[config.mk]
export PLATFORM = sky130hd
export DESIGN_NAME = hazard_unit_flat
export DESIGN_NICKNAME = d
export VERILOG_FILES = /design/src/rtl/hazard_unit_if.sv /design/src/rtl/hazard_unit.sv /design/src/flat_wrapper.sv
export SDC_FILE = /design/constraint.sdc
export NUM_CORES = 1
export LEC_CHECK = 0
export ABC_AREA = 1
export CAP_MARGIN = 10
export CELL_PAD_IN_SITES_DETAIL_PLACEMENT = 2
export CELL_PAD_IN_SITES_GLOBAL_PLACEMENT = 2
export CORE_UTILIZATION = 29
export CTS_CLUSTER_SIZE = 40
export DETAILED_ROUTE_END_ITERATION = 16
export PLACE_DENSITY = 0.87
export SYNTH_ARGS = -nofsm -noshare
export SYNTH_HDL_FRONTEND = slang
export SYNTH_SLANG_ARGS = --single-unit
[constraint.sdc]
create_clock -name clk -period 2.2 [get_ports clk]
set_input_delay 0.33 -clock clk [delete_from_list [all_inputs] [get_ports clk]]
set_output_delay 0.33 -clock clk [all_outputs]
set_load 0.01 [all_outputs]
[src/rtl/hazard_unit_if.sv]
// Decode/execute hazard handshake between the pipeline and hazard_unit.
// The pipeline is the master; the hazard unit answers with stalls, flushes and fwd selects.
interface hazard_unit_if;
    logic        validD;
    logic        reg_wrD;
    logic        ldD;
    logic        use_rs1D;
    logic        use_rs2D;
    logic [4:0]  rs1D;
    logic [4:0]  rs2D;
    logic [4:0]  rdD;
    logic        pc_srcE;
    logic        ex_busy;
    logic [1:0]  fwdAE;
    logic [1:0]  fwdBE;
    logic        stallF;
    logic        stallD;
    logic        stallE;
    logic        flushD;
    logic        flushE;
    logic        flushM;
    logic [15:0] stall_cnt;
    logic [15:0] flush_cnt;

    modport master (
        output validD, reg_wrD, ldD, use_rs1D, use_rs2D,
        output rs1D, rs2D, rdD, pc_srcE, ex_busy,
        input  fwdAE, fwdBE, stallF, stallD, stallE,
        input  flushD, flushE, flushM, stall_cnt, flush_cnt
    );

    modport slave (
        input  validD, reg_wrD, ldD, use_rs1D, use_rs2D,
        input  rs1D, rs2D, rdD, pc_srcE, ex_busy,
        output fwdAE, fwdBE, stallF, stallD, stallE,
        output flushD, flushE, flushM, stall_cnt, flush_cnt
    );
endinterface

[src/rtl/hazard_unit.sv]
// Hazard unit: shadows E/M/W register usage to drive forwarding,
// load-use stalls, redirect flushes and multi-cycle EX holds.
module hazard_unit (
    input  logic         clk,
    input  logic         rst,
    hazard_unit_if.slave hz
);
    typedef struct packed {
        logic       valid;
        logic       regWr;
        logic       ld;
        logic [4:0] rd;
        logic [4:0] rs1;
        logic [4:0] rs2;
        logic       useRs1;
        logic       useRs2;
    } slot_t;

    slot_t       slotD;
    slot_t       slotE;
    slot_t       slotM;
    slot_t       slotW;
    logic        loadUse;
    logic [1:0]  fwdA;
    logic [1:0]  fwdB;
    logic        stallF;
    logic        stallD;
    logic        stallE;
    logic        flushD;
    logic        flushE;
    logic        flushM;
    logic [15:0] stallCnt;
    logic [15:0] flushCnt;
    logic        unusedSlotBits;

    // A load still in M cannot forward; that case is excluded by the load-use stall.
    function automatic logic [1:0] fwdSel(
        input slot_t      m,
        input slot_t      w,
        input logic [4:0] rs,
        input logic       useRs
    );
        if (useRs && m.valid && m.regWr && !m.ld &&
            m.rd != 5'd0 && m.rd == rs)
            return 2'b01;
        if (useRs && w.valid && w.regWr &&
            w.rd != 5'd0 && w.rd == rs)
            return 2'b10;
        return 2'b00;
    endfunction

    assign slotD = '{
        valid:  hz.validD,
        regWr:  hz.reg_wrD,
        ld:     hz.ldD,
        rd:     hz.rdD,
        rs1:    hz.rs1D,
        rs2:    hz.rs2D,
        useRs1: hz.use_rs1D,
        useRs2: hz.use_rs2D
    };

    assign loadUse = hz.validD && slotE.valid && slotE.ld &&
                     slotE.rd != 5'd0 &&
                     ((hz.use_rs1D && hz.rs1D == slotE.rd) ||
                      (hz.use_rs2D && hz.rs2D == slotE.rd));

    always_comb begin
        fwdA   = 2'b00;
        fwdB   = 2'b00;
        stallF = 1'b0;
        stallD = 1'b0;
        stallE = 1'b0;
        flushD = 1'b0;
        flushE = 1'b0;
        flushM = 1'b0;
        if (!rst) begin
            fwdA = fwdSel(slotM, slotW, slotE.rs1, slotE.useRs1);
            fwdB = fwdSel(slotM, slotW, slotE.rs2, slotE.useRs2);
            // Busy EX owns the pipe; a redirect waits until it finishes.
            if (hz.ex_busy) begin
                stallF = 1'b1;
                stallD = 1'b1;
                stallE = 1'b1;
                flushM = 1'b1;
            end else if (hz.pc_srcE) begin
                flushD = 1'b1;
                flushE = 1'b1;
            end else if (loadUse) begin
                stallF = 1'b1;
                stallD = 1'b1;
                flushE = 1'b1;
            end
        end
    end

    always_ff @(posedge clk) begin
        if (rst) begin
            slotE    <= '0;
            slotM    <= '0;
            slotW    <= '0;
            stallCnt <= '0;
            flushCnt <= '0;
        end else begin
            if (!hz.ex_busy)
                slotE <= flushE ? '0 : slotD;
            slotM <= hz.ex_busy ? '0 : slotE;
            slotW <= slotM;
            if (stallD && stallCnt != 16'hFFFF)
                stallCnt <= stallCnt + 16'd1;
            if ((flushD || flushE) && flushCnt != 16'hFFFF)
                flushCnt <= flushCnt + 16'd1;
        end
    end

    assign unusedSlotBits = ^{slotE.regWr,
                              slotM.rs1, slotM.rs2,
                              slotM.useRs1, slotM.useRs2,
                              slotW.ld, slotW.rs1, slotW.rs2,
                              slotW.useRs1, slotW.useRs2};

    assign hz.fwdAE     = fwdA;
    assign hz.fwdBE     = fwdB;
    assign hz.stallF    = stallF;
    assign hz.stallD    = stallD;
    assign hz.stallE    = stallE;
    assign hz.flushD    = flushD;
    assign hz.flushE    = flushE;
    assign hz.flushM    = flushM;
    assign hz.stall_cnt = stallCnt;
    assign hz.flush_cnt = flushCnt;
endmodule

[src/flat_wrapper.sv]
// flat-port wrapper written by rule: the top's interface ports become plain ports
module hazard_unit_flat 
  (clk, rst, hz_validD, hz_reg_wrD, hz_ldD, hz_use_rs1D, hz_use_rs2D, hz_rs1D, hz_rs2D, hz_rdD, hz_pc_srcE, hz_ex_busy, hz_fwdAE, hz_fwdBE, hz_stallF, hz_stallD, hz_stallE, hz_flushD, hz_flushE, hz_flushM, hz_stall_cnt, hz_flush_cnt);
  hazard_unit_if hz_i ();
  input  logic clk;
  input  logic rst;
  input wire logic [$bits(hz_i.validD)-1:0] hz_validD;
  input wire logic [$bits(hz_i.reg_wrD)-1:0] hz_reg_wrD;
  input wire logic [$bits(hz_i.ldD)-1:0] hz_ldD;
  input wire logic [$bits(hz_i.use_rs1D)-1:0] hz_use_rs1D;
  input wire logic [$bits(hz_i.use_rs2D)-1:0] hz_use_rs2D;
  input wire logic [$bits(hz_i.rs1D)-1:0] hz_rs1D;
  input wire logic [$bits(hz_i.rs2D)-1:0] hz_rs2D;
  input wire logic [$bits(hz_i.rdD)-1:0] hz_rdD;
  input wire logic [$bits(hz_i.pc_srcE)-1:0] hz_pc_srcE;
  input wire logic [$bits(hz_i.ex_busy)-1:0] hz_ex_busy;
  output wire logic [$bits(hz_i.fwdAE)-1:0] hz_fwdAE;
  output wire logic [$bits(hz_i.fwdBE)-1:0] hz_fwdBE;
  output wire logic [$bits(hz_i.stallF)-1:0] hz_stallF;
  output wire logic [$bits(hz_i.stallD)-1:0] hz_stallD;
  output wire logic [$bits(hz_i.stallE)-1:0] hz_stallE;
  output wire logic [$bits(hz_i.flushD)-1:0] hz_flushD;
  output wire logic [$bits(hz_i.flushE)-1:0] hz_flushE;
  output wire logic [$bits(hz_i.flushM)-1:0] hz_flushM;
  output wire logic [$bits(hz_i.stall_cnt)-1:0] hz_stall_cnt;
  output wire logic [$bits(hz_i.flush_cnt)-1:0] hz_flush_cnt;
  assign hz_i.validD = hz_validD;
  assign hz_i.reg_wrD = hz_reg_wrD;
  assign hz_i.ldD = hz_ldD;
  assign hz_i.use_rs1D = hz_use_rs1D;
  assign hz_i.use_rs2D = hz_use_rs2D;
  assign hz_i.rs1D = hz_rs1D;
  assign hz_i.rs2D = hz_rs2D;
  assign hz_i.rdD = hz_rdD;
  assign hz_i.pc_srcE = hz_pc_srcE;
  assign hz_i.ex_busy = hz_ex_busy;
  assign hz_fwdAE = hz_i.fwdAE;
  assign hz_fwdBE = hz_i.fwdBE;
  assign hz_stallF = hz_i.stallF;
  assign hz_stallD = hz_i.stallD;
  assign hz_stallE = hz_i.stallE;
  assign hz_flushD = hz_i.flushD;
  assign hz_flushE = hz_i.flushE;
  assign hz_flushM = hz_i.flushM;
  assign hz_stall_cnt = hz_i.stall_cnt;
  assign hz_flush_cnt = hz_i.flush_cnt;
  hazard_unit u_core (.clk(clk), .rst(rst), .hz(hz_i));
endmodule
## Word-level counts from Yosys, hierarchy flattened

Index checks and enable logic that the tools add are counted.

| storage, ports and cells | value |
|---|---|
| register bits after elaboration | 67 |
| bits in latches | 0 |
| memory bits (writable) | 0 |
| ROM bits | 0 |
| bits of input ports | 24 |
| word-level logic and storage cells | 93 |
| memories kept | 0 |

| cells by class | value |
|---|---|
| add/subtract/negate cells | 2 |
| $mul | 0 |
| div/mod/pow operators | 0 |
| order comparisons | 0 |
| equality and inequality tests | 8 |
| shift operators | 0 |
| muxes and demuxes | 33 |
| bitwise logic cells | 0 |
| reductions and logical operators | 33 |

Operators with widths:

| operator | count |
|---|---|
| adder 16 x 1 -> 16 bit, second input constant | 2 |
| inequality test 16 bit, second input constant | 2 |
| == test 5 bit | 6 |
| logical AND 1 bit | 26 |
| 2-to-1 mux 1 bit | 22 |
| 2-to-1 mux 2 bit | 10 |
| 2-to-1 mux 20 bit | 1 |
| nonzero test 5 bit | 3 |
| logical OR 1 bit | 2 |
| OR reduction 2 bit | 1 |
| zero test 1 bit | 1 |

## Depth between registers and ports, before layout

| depth | value |
|---|---|
| depth after elaboration | 12 |
| gate-level depth with buffers | 12 |

## Least setup slack after synthesis

Ideal clock, no wire load.

| timing path | value |
|---|---|
| path kind | register to register |
| start | register u_core.stallCnt[0], in the netlist u_core.hz.stall_cnt[0] |
| end | register u_core.stallCnt[0], in the netlist u_core.hz.stall_cnt[0] |
| setup time | 115 ps |
| data arrival time | 1741 ps |
| data required time | 2085 ps |
| path slack | 344 ps |
| cell stages (with the launch flop) | 10 |
| buffers on the path | 1 |
| clock period less this slack | 1856 ps |
| cells stage by stage | dfxtp_1 > ha_1 > nand2_1 > nor3b_2 > nand2_2 > nor2_4 > nand4_4 > buf_2 > a21oi_1 > nor2_1 |

| on the way | value |
|---|---|
| word-level cells in the longest chain between the ends | 2 |
| elaborated cells between the ends (all ways) | 3 |
| classes of those cells | add/sub (1); eq/ne (1); reduce/logical (1) |

Ends and longest elaborated chain:

| element | line | text |
|---|---|---|
| start, declared | hazard_unit.sv:32 | `logic [15:0] stallCnt;` |
| start signal, assigned | hazard_unit.sv:110 | `stallCnt <= stallCnt + 16'd1;` |
| parallel branches: the longest is 2 deep, another holds adder 16 x 1 -> 16 bit | n/a |  |

Several ways; the timed one is not identified.
A chain may end at the register's enable or synchronous reset.

## Final worst setup path

| timing path | value |
|---|---|
| start | input port hz_rs2D[4] |
| end | output port hz_stallF |

| on the way | value |
|---|---|
| word-level cells in the longest chain between the ends | 8 |

Ends and longest elaborated chain:

| element | line | text |
|---|---|---|
| start, declared | flat_wrapper.sv:13 | `input wire logic [$bits(hz_i.rs2D)-1:0] hz_rs2D;` |
| == test 5 bit | hazard_unit.sv:66 | `(hz.use_rs2D && hz.rs2D == slotE.rd));` |
| logical AND 1 bit | hazard_unit.sv:66 |  |
| logical OR 1 bit | hazard_unit.sv:65 | `((hz.use_rs1D && hz.rs1D == slotE.rd) \|\|` |
| logical AND 1 bit | hazard_unit.sv:64 | `slotE.rd != 5'd0 &&` |
| 2-to-1 mux 1 bit | hazard_unit.sv:89 | `end else if (loadUse) begin` |
| 2-to-1 mux 1 bit | hazard_unit.sv:86 | `end else if (hz.pc_srcE) begin` |
| 2-to-1 mux 1 bit | hazard_unit.sv:81 | `if (hz.ex_busy) begin` |
| 2-to-1 mux 1 bit | hazard_unit.sv:77 | `if (!rst) begin` |
| end, declared | flat_wrapper.sv:19 | `output wire logic [$bits(hz_i.stallF)-1:0] hz_stallF;` |

Every way passes these cells.

==> results.json <==
{
  "crit_end": "hz_stallF",
  "syn_area_sq_mm": 0.00349,
  "ant_nets": 0,
  "wl_per_cell_microns": 21.5,
  "status": "finished with violations",
  "r2r_start": "u_core.slotE[16]$_SDFFE_PP0N_",
  "maxSlewViolCount": 0,
  "htreeDepth": 3,
  "grt_pass1_wl_microns": 24600,
  "cts_buffers": 9,
  "hp-class": "primary input to flip-flop",
  "drc": 3,
  "vias": 3906,
  "layout_commonest_cell": "nand2_1",
  "dieArea_sq_mm": 0.0125,
  "portBuffers": 65,
  "nNetsFinal": 614,
  "ir_worst_vdd_mv": 0.332,
  "ys.warnings.count": 0,
  "arrival_ns": 1.85,
  "cts_sinks": 67,
  "cp-startpoint": "hz_rs2D[4]",
  "cellLeakagePower_nw": 1.89,
  "worstSetupPathType": "primary input to output pin",
  "cap_violations": 0,
  "die_w_microns": 112,
  "power.density_mw_per_mm2": 603,
  "yosysTopAreaCell": "dfxtp_1",
  "skew_ns": 0.00864,
  "drive_above_1_share_pct": 13.4,
  "dp_hpwl_microns": 9610,
  "finalCritPeriodShare_pct": 99.2,
  "crit_path_end_kind": "output pin",
  "max_freq_mhz": 458,
  "hold_viol_final": 0,
  "slew_headroom_pct": 72.9,
  "synth.top_cell.area_share_pct": 38.4,
  "synth_cell_type_count": 30,
  "routed_via_density": 5.32,
  "clkSlewWorstSetupHoldPaths_ns": 0.06,
  "instances_no_fill": 734,
  "cpPeakStageDelay_ns": 0.50,
  "cts_tree": "built",
  "postRouteWirelength_microns": 15800,
  "required_ns": 1.87,
  "area_growth_pct": 37.8,
  "synth_seq_cells": 67,
  "r2r_slack_ns": 0.09,
  "first_iter_violations": 180,
  "die_height_microns": 112,
  "synth_area_leaders": "dfxtp_1 38%, nand2_1 12%, nand3_1 8.3%, nor2_1 6.3%, xor2_1 6.0%",
  "worst_pin_slew_ns": 0.404,
  "timing.rr.end": "u_core.hz.flush_cnt[12]$_SDFFE_PP0P_",
  "crit_chain": "clkdlybuf4s50_1 -> inv_1 -> nand2_1 -> nand2_1 -> nor2_1 -> nand3_1 -> nand2_2 -> nand3_4 -> nand2_4 -> clkdlybuf4s15_2",
  "grt_max_degree": 24,
  "grt.overflow.total": 0,
  "cpMostUsedCell": "nand2_1",
  "synthCells": 496,
  "critPathLaunchType": "primary input",
  "rr_worst_depth": 13,
  "antenna_found_initial": 0,
  "synth_nets": 522,
  "finalSetupViolCount": 0,
  "failed_checks": "design-rule violations",
  "diodes": 0,
  "whs_ns": 0.471,
  "ios": 66,
  "cp_max_fo": 3,
  "avgSynthCellArea_sq_um": 7.04,
  "final_cell_mix": "108 x nand2_1, 65 x dfxtp_1, 57 x nor2_1, 57 x nand3_1, 54 x clkdlybuf4s50_1",
  "row_count": 39,
  "clock-root-buffer": "clkbuf_16",
  "period_needed_ns": 2.18,
  "grt_pass1_vias": 4434,
  "core_sq_mm": 0.0116,
  "place.gp.congestion": 0.838,
  "clock_latency_ns": 0.35,
  "ys_seq_area_share_pct": 38.4,
  "slowest_stage": "clkdlybuf4s50_1",
  "cts_max_path_buffers": 2,
  "place_inst": 716,
  "firstDrtPassIters": 10,
  "grt_use_total_pct": 25.9,
  "start_util_pct": 30.2
}
## power by group
group	total [mW]	switching (mW)	internal [mW]
clock	1.36	0.612	0.749
combinational	0.281	0.164	0.116
sequential	1.26	0.0232	1.24
total	2.90	0.799	2.10
## repair_timing
item	4_1_cts	5_1_grt
pin swaps	2	5
hold buffers	0	0
resized for setup	24	19
endpoints found under the setup margin	17	33
setup buffers	3	2
## metrics by stage
stage / TNS (ns) / utilization (%) / cell area, sq um / setup WS (ns) / power [mW]
finish: 0 / 41.6 / 4810 / 0.0173 / 2.90
global route: -0.388 / 41.6 / 4810 / -0.0471 / 2.98
CTS: 0 / 41.2 / 4760 / 0.00109 / 2.90
detailed placement: -6.55 / 38.5 / 4460 / -0.322 / 1.54
global placement: -1.89 / 38.5 / 4460 / -0.248 / 1.52
floorplan: 0 / - / 3490 / 0.344 / 1.40
## cell type report
type	instances	area, sq um
clock buffers	11	233
clock inverters	3	17.5
fillers	1329	6750
inverters	50	188
multi-input cells	364	1960
flip-flops and latches	67	1340
well taps	143	179
repair buffers	96	888
## layer usage
layer  wire length [microns]  vias to the layer above  share of wire [%]  track usage [%]
li1                        -                     1808                  -                -
met1                    6580                     1955                 42             29.7
met2                    8120                      108                 52             45.9
met3                     570                       35                3.6             4.35
met4                     478                        0                3.0             14.1
met5                       0                        -                  0                0
## worst min-delay path by stage
stage | startpoint | to | slack, ns | depth (start not counted)
after floorplan | u_core.slotE[18]$_SDFFE_PP0N_ | u_core.slotM[18]$_SDFF_PP0_ | 0.41 | 2
after global placement | u_core.slotE[18]$_SDFFE_PP0N_ | u_core.slotM[18]$_SDFF_PP0_ | 0.43 | 2
after detailed placement | u_core.slotE[18]$_SDFFE_PP0N_ | u_core.slotM[18]$_SDFF_PP0_ | 0.45 | 2
after CTS | u_core.slotM[19]$_SDFF_PP0_ | u_core.slotW[19]$_SDFF_PP0_ | 0.47 | 2
after global routing | u_core.slotM[19]$_SDFF_PP0_ | u_core.slotW[19]$_SDFF_PP0_ | 0.48 | 2
final | hz_rs2D[2] | u_core.slotE[4]$_SDFFE_PP0N_ | 0.47 | 4
## logic make-up after synthesis
family | Yosys count | share of synthesized area, %
adders and majority gates | 2 | 0.716
AOI/OAI and AO/OA | 61 | 9.53
and+or+nand+nor | 265 | 34.6
buffers and inverters | 65 | 7.70
DFF | 67 | 38.4
xor gates and xnor gates | 36 | 9.03
## sequential cells by signal (all words and copies together), names as in the netlist
register,count
u_core.slotM,8
u_core.slotE,20
u_core.hz.stall_cnt,16
u_core.hz.flush_cnt,16
u_core.slotW,7
## synthesized netlist by cell type
cell type	number
dfxtp_1	67
xor2_1	24
xnor2_1	12
clkbuf_1	6
or2_2	4
buf_4	3
inv_1	50
buf_6	1
nand2_2	2
nand3_1	58
nand3b_4	1
nor2_1	59
ha_1	2
nor3b_2	1
o21ai_0	17
o22ai_1	7
a21oi_2	1
a21oi_1	32
nor3_2	2
nand4_1	11
buf_2	5
nor4_1	1
nand2_1	110
nand2_4	2
a2111oi_0	2
a221oi_1	2
nand4_4	1
nor3_1	10
nand3b_1	2
nor2_4	1
## worst max-delay path: cells and delay by family
| family | cells | cell delay [ns] |
|---|---|---|
| simple gates | 7 | 0.72 |
| buf+inv | 3 | 0.80 |
Power figures use the tool's default switching activity.
==> RTL edit, RTL diff (config.mk and constraints unchanged) <==
Make the reset (`rst`) asynchronous in one clocked block.
--- a/src/rtl/hazard_unit.sv
+++ b/src/rtl/hazard_unit.sv
@@ -94,7 +94,7 @@
         end
     end
 
-    always_ff @(posedge clk) begin
+    always_ff @(posedge clk or posedge rst) begin
         if (rst) begin
             slotE    <= '0;
             slotM    <= '0;
Behaviour: differs if rst is asserted again (counterexample within 4 cycles, from zero or initial values and one cycle with rst high); with rst held inactive, the same outputs for 10 cycles.
==> RTL edit against the unedited design <==
Synthesized cell count grew 0.20%; largest cell class unchanged; cell area grew 5.6%; count of clock-buffer cells in the layout grew 3; worst setup slack gained 0.029 ns; sequential cell count is the same; register-to-register slack gained 0.14 ns; wire length shrank 14%; area after synthesis grew 9.1%.
Power is not compared: it rests on default switching activity, and its combinational part moved more than twofold at a synthesized area within 25%.
==> RTL edit: results <==
metrics = {
    "worst_setup_path": {
        "slowest_delay_ns": 0.54,
        "cp_slowest_cell": "clkdlybuf4s50_1",
        "arrival_ns": 1.82,
        "r2r_cells": 11,
        "cp-startpoint": "rst",
        "r2r_start": "u_core.slotE[16]",
        "endpoint": "hz_stallE",
        "reg2reg_to": "u_core.slotE[10]",
        "r2r_slack_ns": 0.23,
        "crit_fanout": 5,
    },
    "clock_network": {
        "htreeDepth": 3,
        "cts_buffer_depth": 2,
        "clock_latency_ns": 0.34,
        "cts_resized": 23,
        "cts_setup_buffers": 2,
    },
    "yosys": {
        "synth_ff_type": "dfrtp_1",
        "synth_area_leaders": "dfrtp_1, nand2_1, nand3_1",
        "yosys-top-cells-count": "nand2_1, dfrtp_1, nand3_1",
        "synth_cell_types": 29,
        "synth-compound-area-share": 0.06139,
        "syn_nets": 523,
        "yosysSeqAreaShare": 0.4399,
        "synth_fa_ha_area_frac": 0.006566,
        "synth_xor_area_frac": 0.07814,
        "ys_async_sr_fraction": 1.000,
    },
    "cells_and_area": {
        "drive_above_1_share": 0.1229,
        "n_antenna_cell": 0,
        "largest_register_ffs": 20,
        "final_nets": 607,
    },
    "sta": {
        "fin_skew_ns": 0.007283,
        "slew-limit-headroom": 0.4816,
        "hold_slack_ns": 0.3441,
        "post-route-period-util": 0.9790,
    },
    "placement": {
        "dp_hpwl_mm": 9.580,
        "gp_congestion": 0.8617,
        "pre_cts_slack_ns": -0.3158,
    },
    "grt": {
        "met3_usage": 0.03062,
        "grt_max_degree": 58,
        "grt_use_met2": 0.3728,
        "grtUsageTotal": 0.2099,
        "grt_pass1_wl_mm": 21.56,
        "grt_pass1_vias": 4175,
        "met1_usage": 0.2489,
    },
    "power": {
        "leakage_nw": 2.453,
        "ir_worst_vdd_mv": 0.2768,
    },
    "detailed_routing": {
        "finalWirelength_mm": 13.57,
        "dr.first_iter.drc_count": 107,
        "first_pass_iters": 4,
        "antenna_left": 0,
        "via_count": 3694,
    },
    "worst_hold_path": {
        "whs_path_depth": 3,
        "worstHoldStart": "hz_rs1D[1]",
        "whs_endpoint": "u_core.slotE[8]",
        "hp-class": "in2reg",
    },
    "run_status": {
        "status": "finished clean",
    },
}
-- RTL edit: metrics by stage --
step	cells	power [mW]	setup TNS, ns	util	instance area [µm²]
6_report	758	3.689	0	0.3995	5082
5_1_grt	758	3.860	-0.1462	0.3995	5082
4_1_cts	753	3.704	-0.03665	0.3957	5034
3_5_place_dp	735	2.231	-9.390	0.3699	4706
3_3_place_gp	735	2.176	-2.871	0.3699	4706
2_1_floorplan	497	1.865	0	-	3815
-- RTL edit: per-layer routing --
layer,vias up,wire (µm)
met5,-,0
met4,0,386
met3,26,284
met2,62,6982
met1,1846,5916
li1,1760,-
-- RTL edit: layout make-up --
cell class                      instances  area, µm²
Clock buffer                           14      254.0
Clock inverter                          2      35.03
Fill cell                            1502       7640
Inverter                               59      225.2
Multi-Input combinational cell        355       1862
Sequential cell                        67       1678
Tap cell                              172      215.2
Timing Repair Buffer                   89      813.3
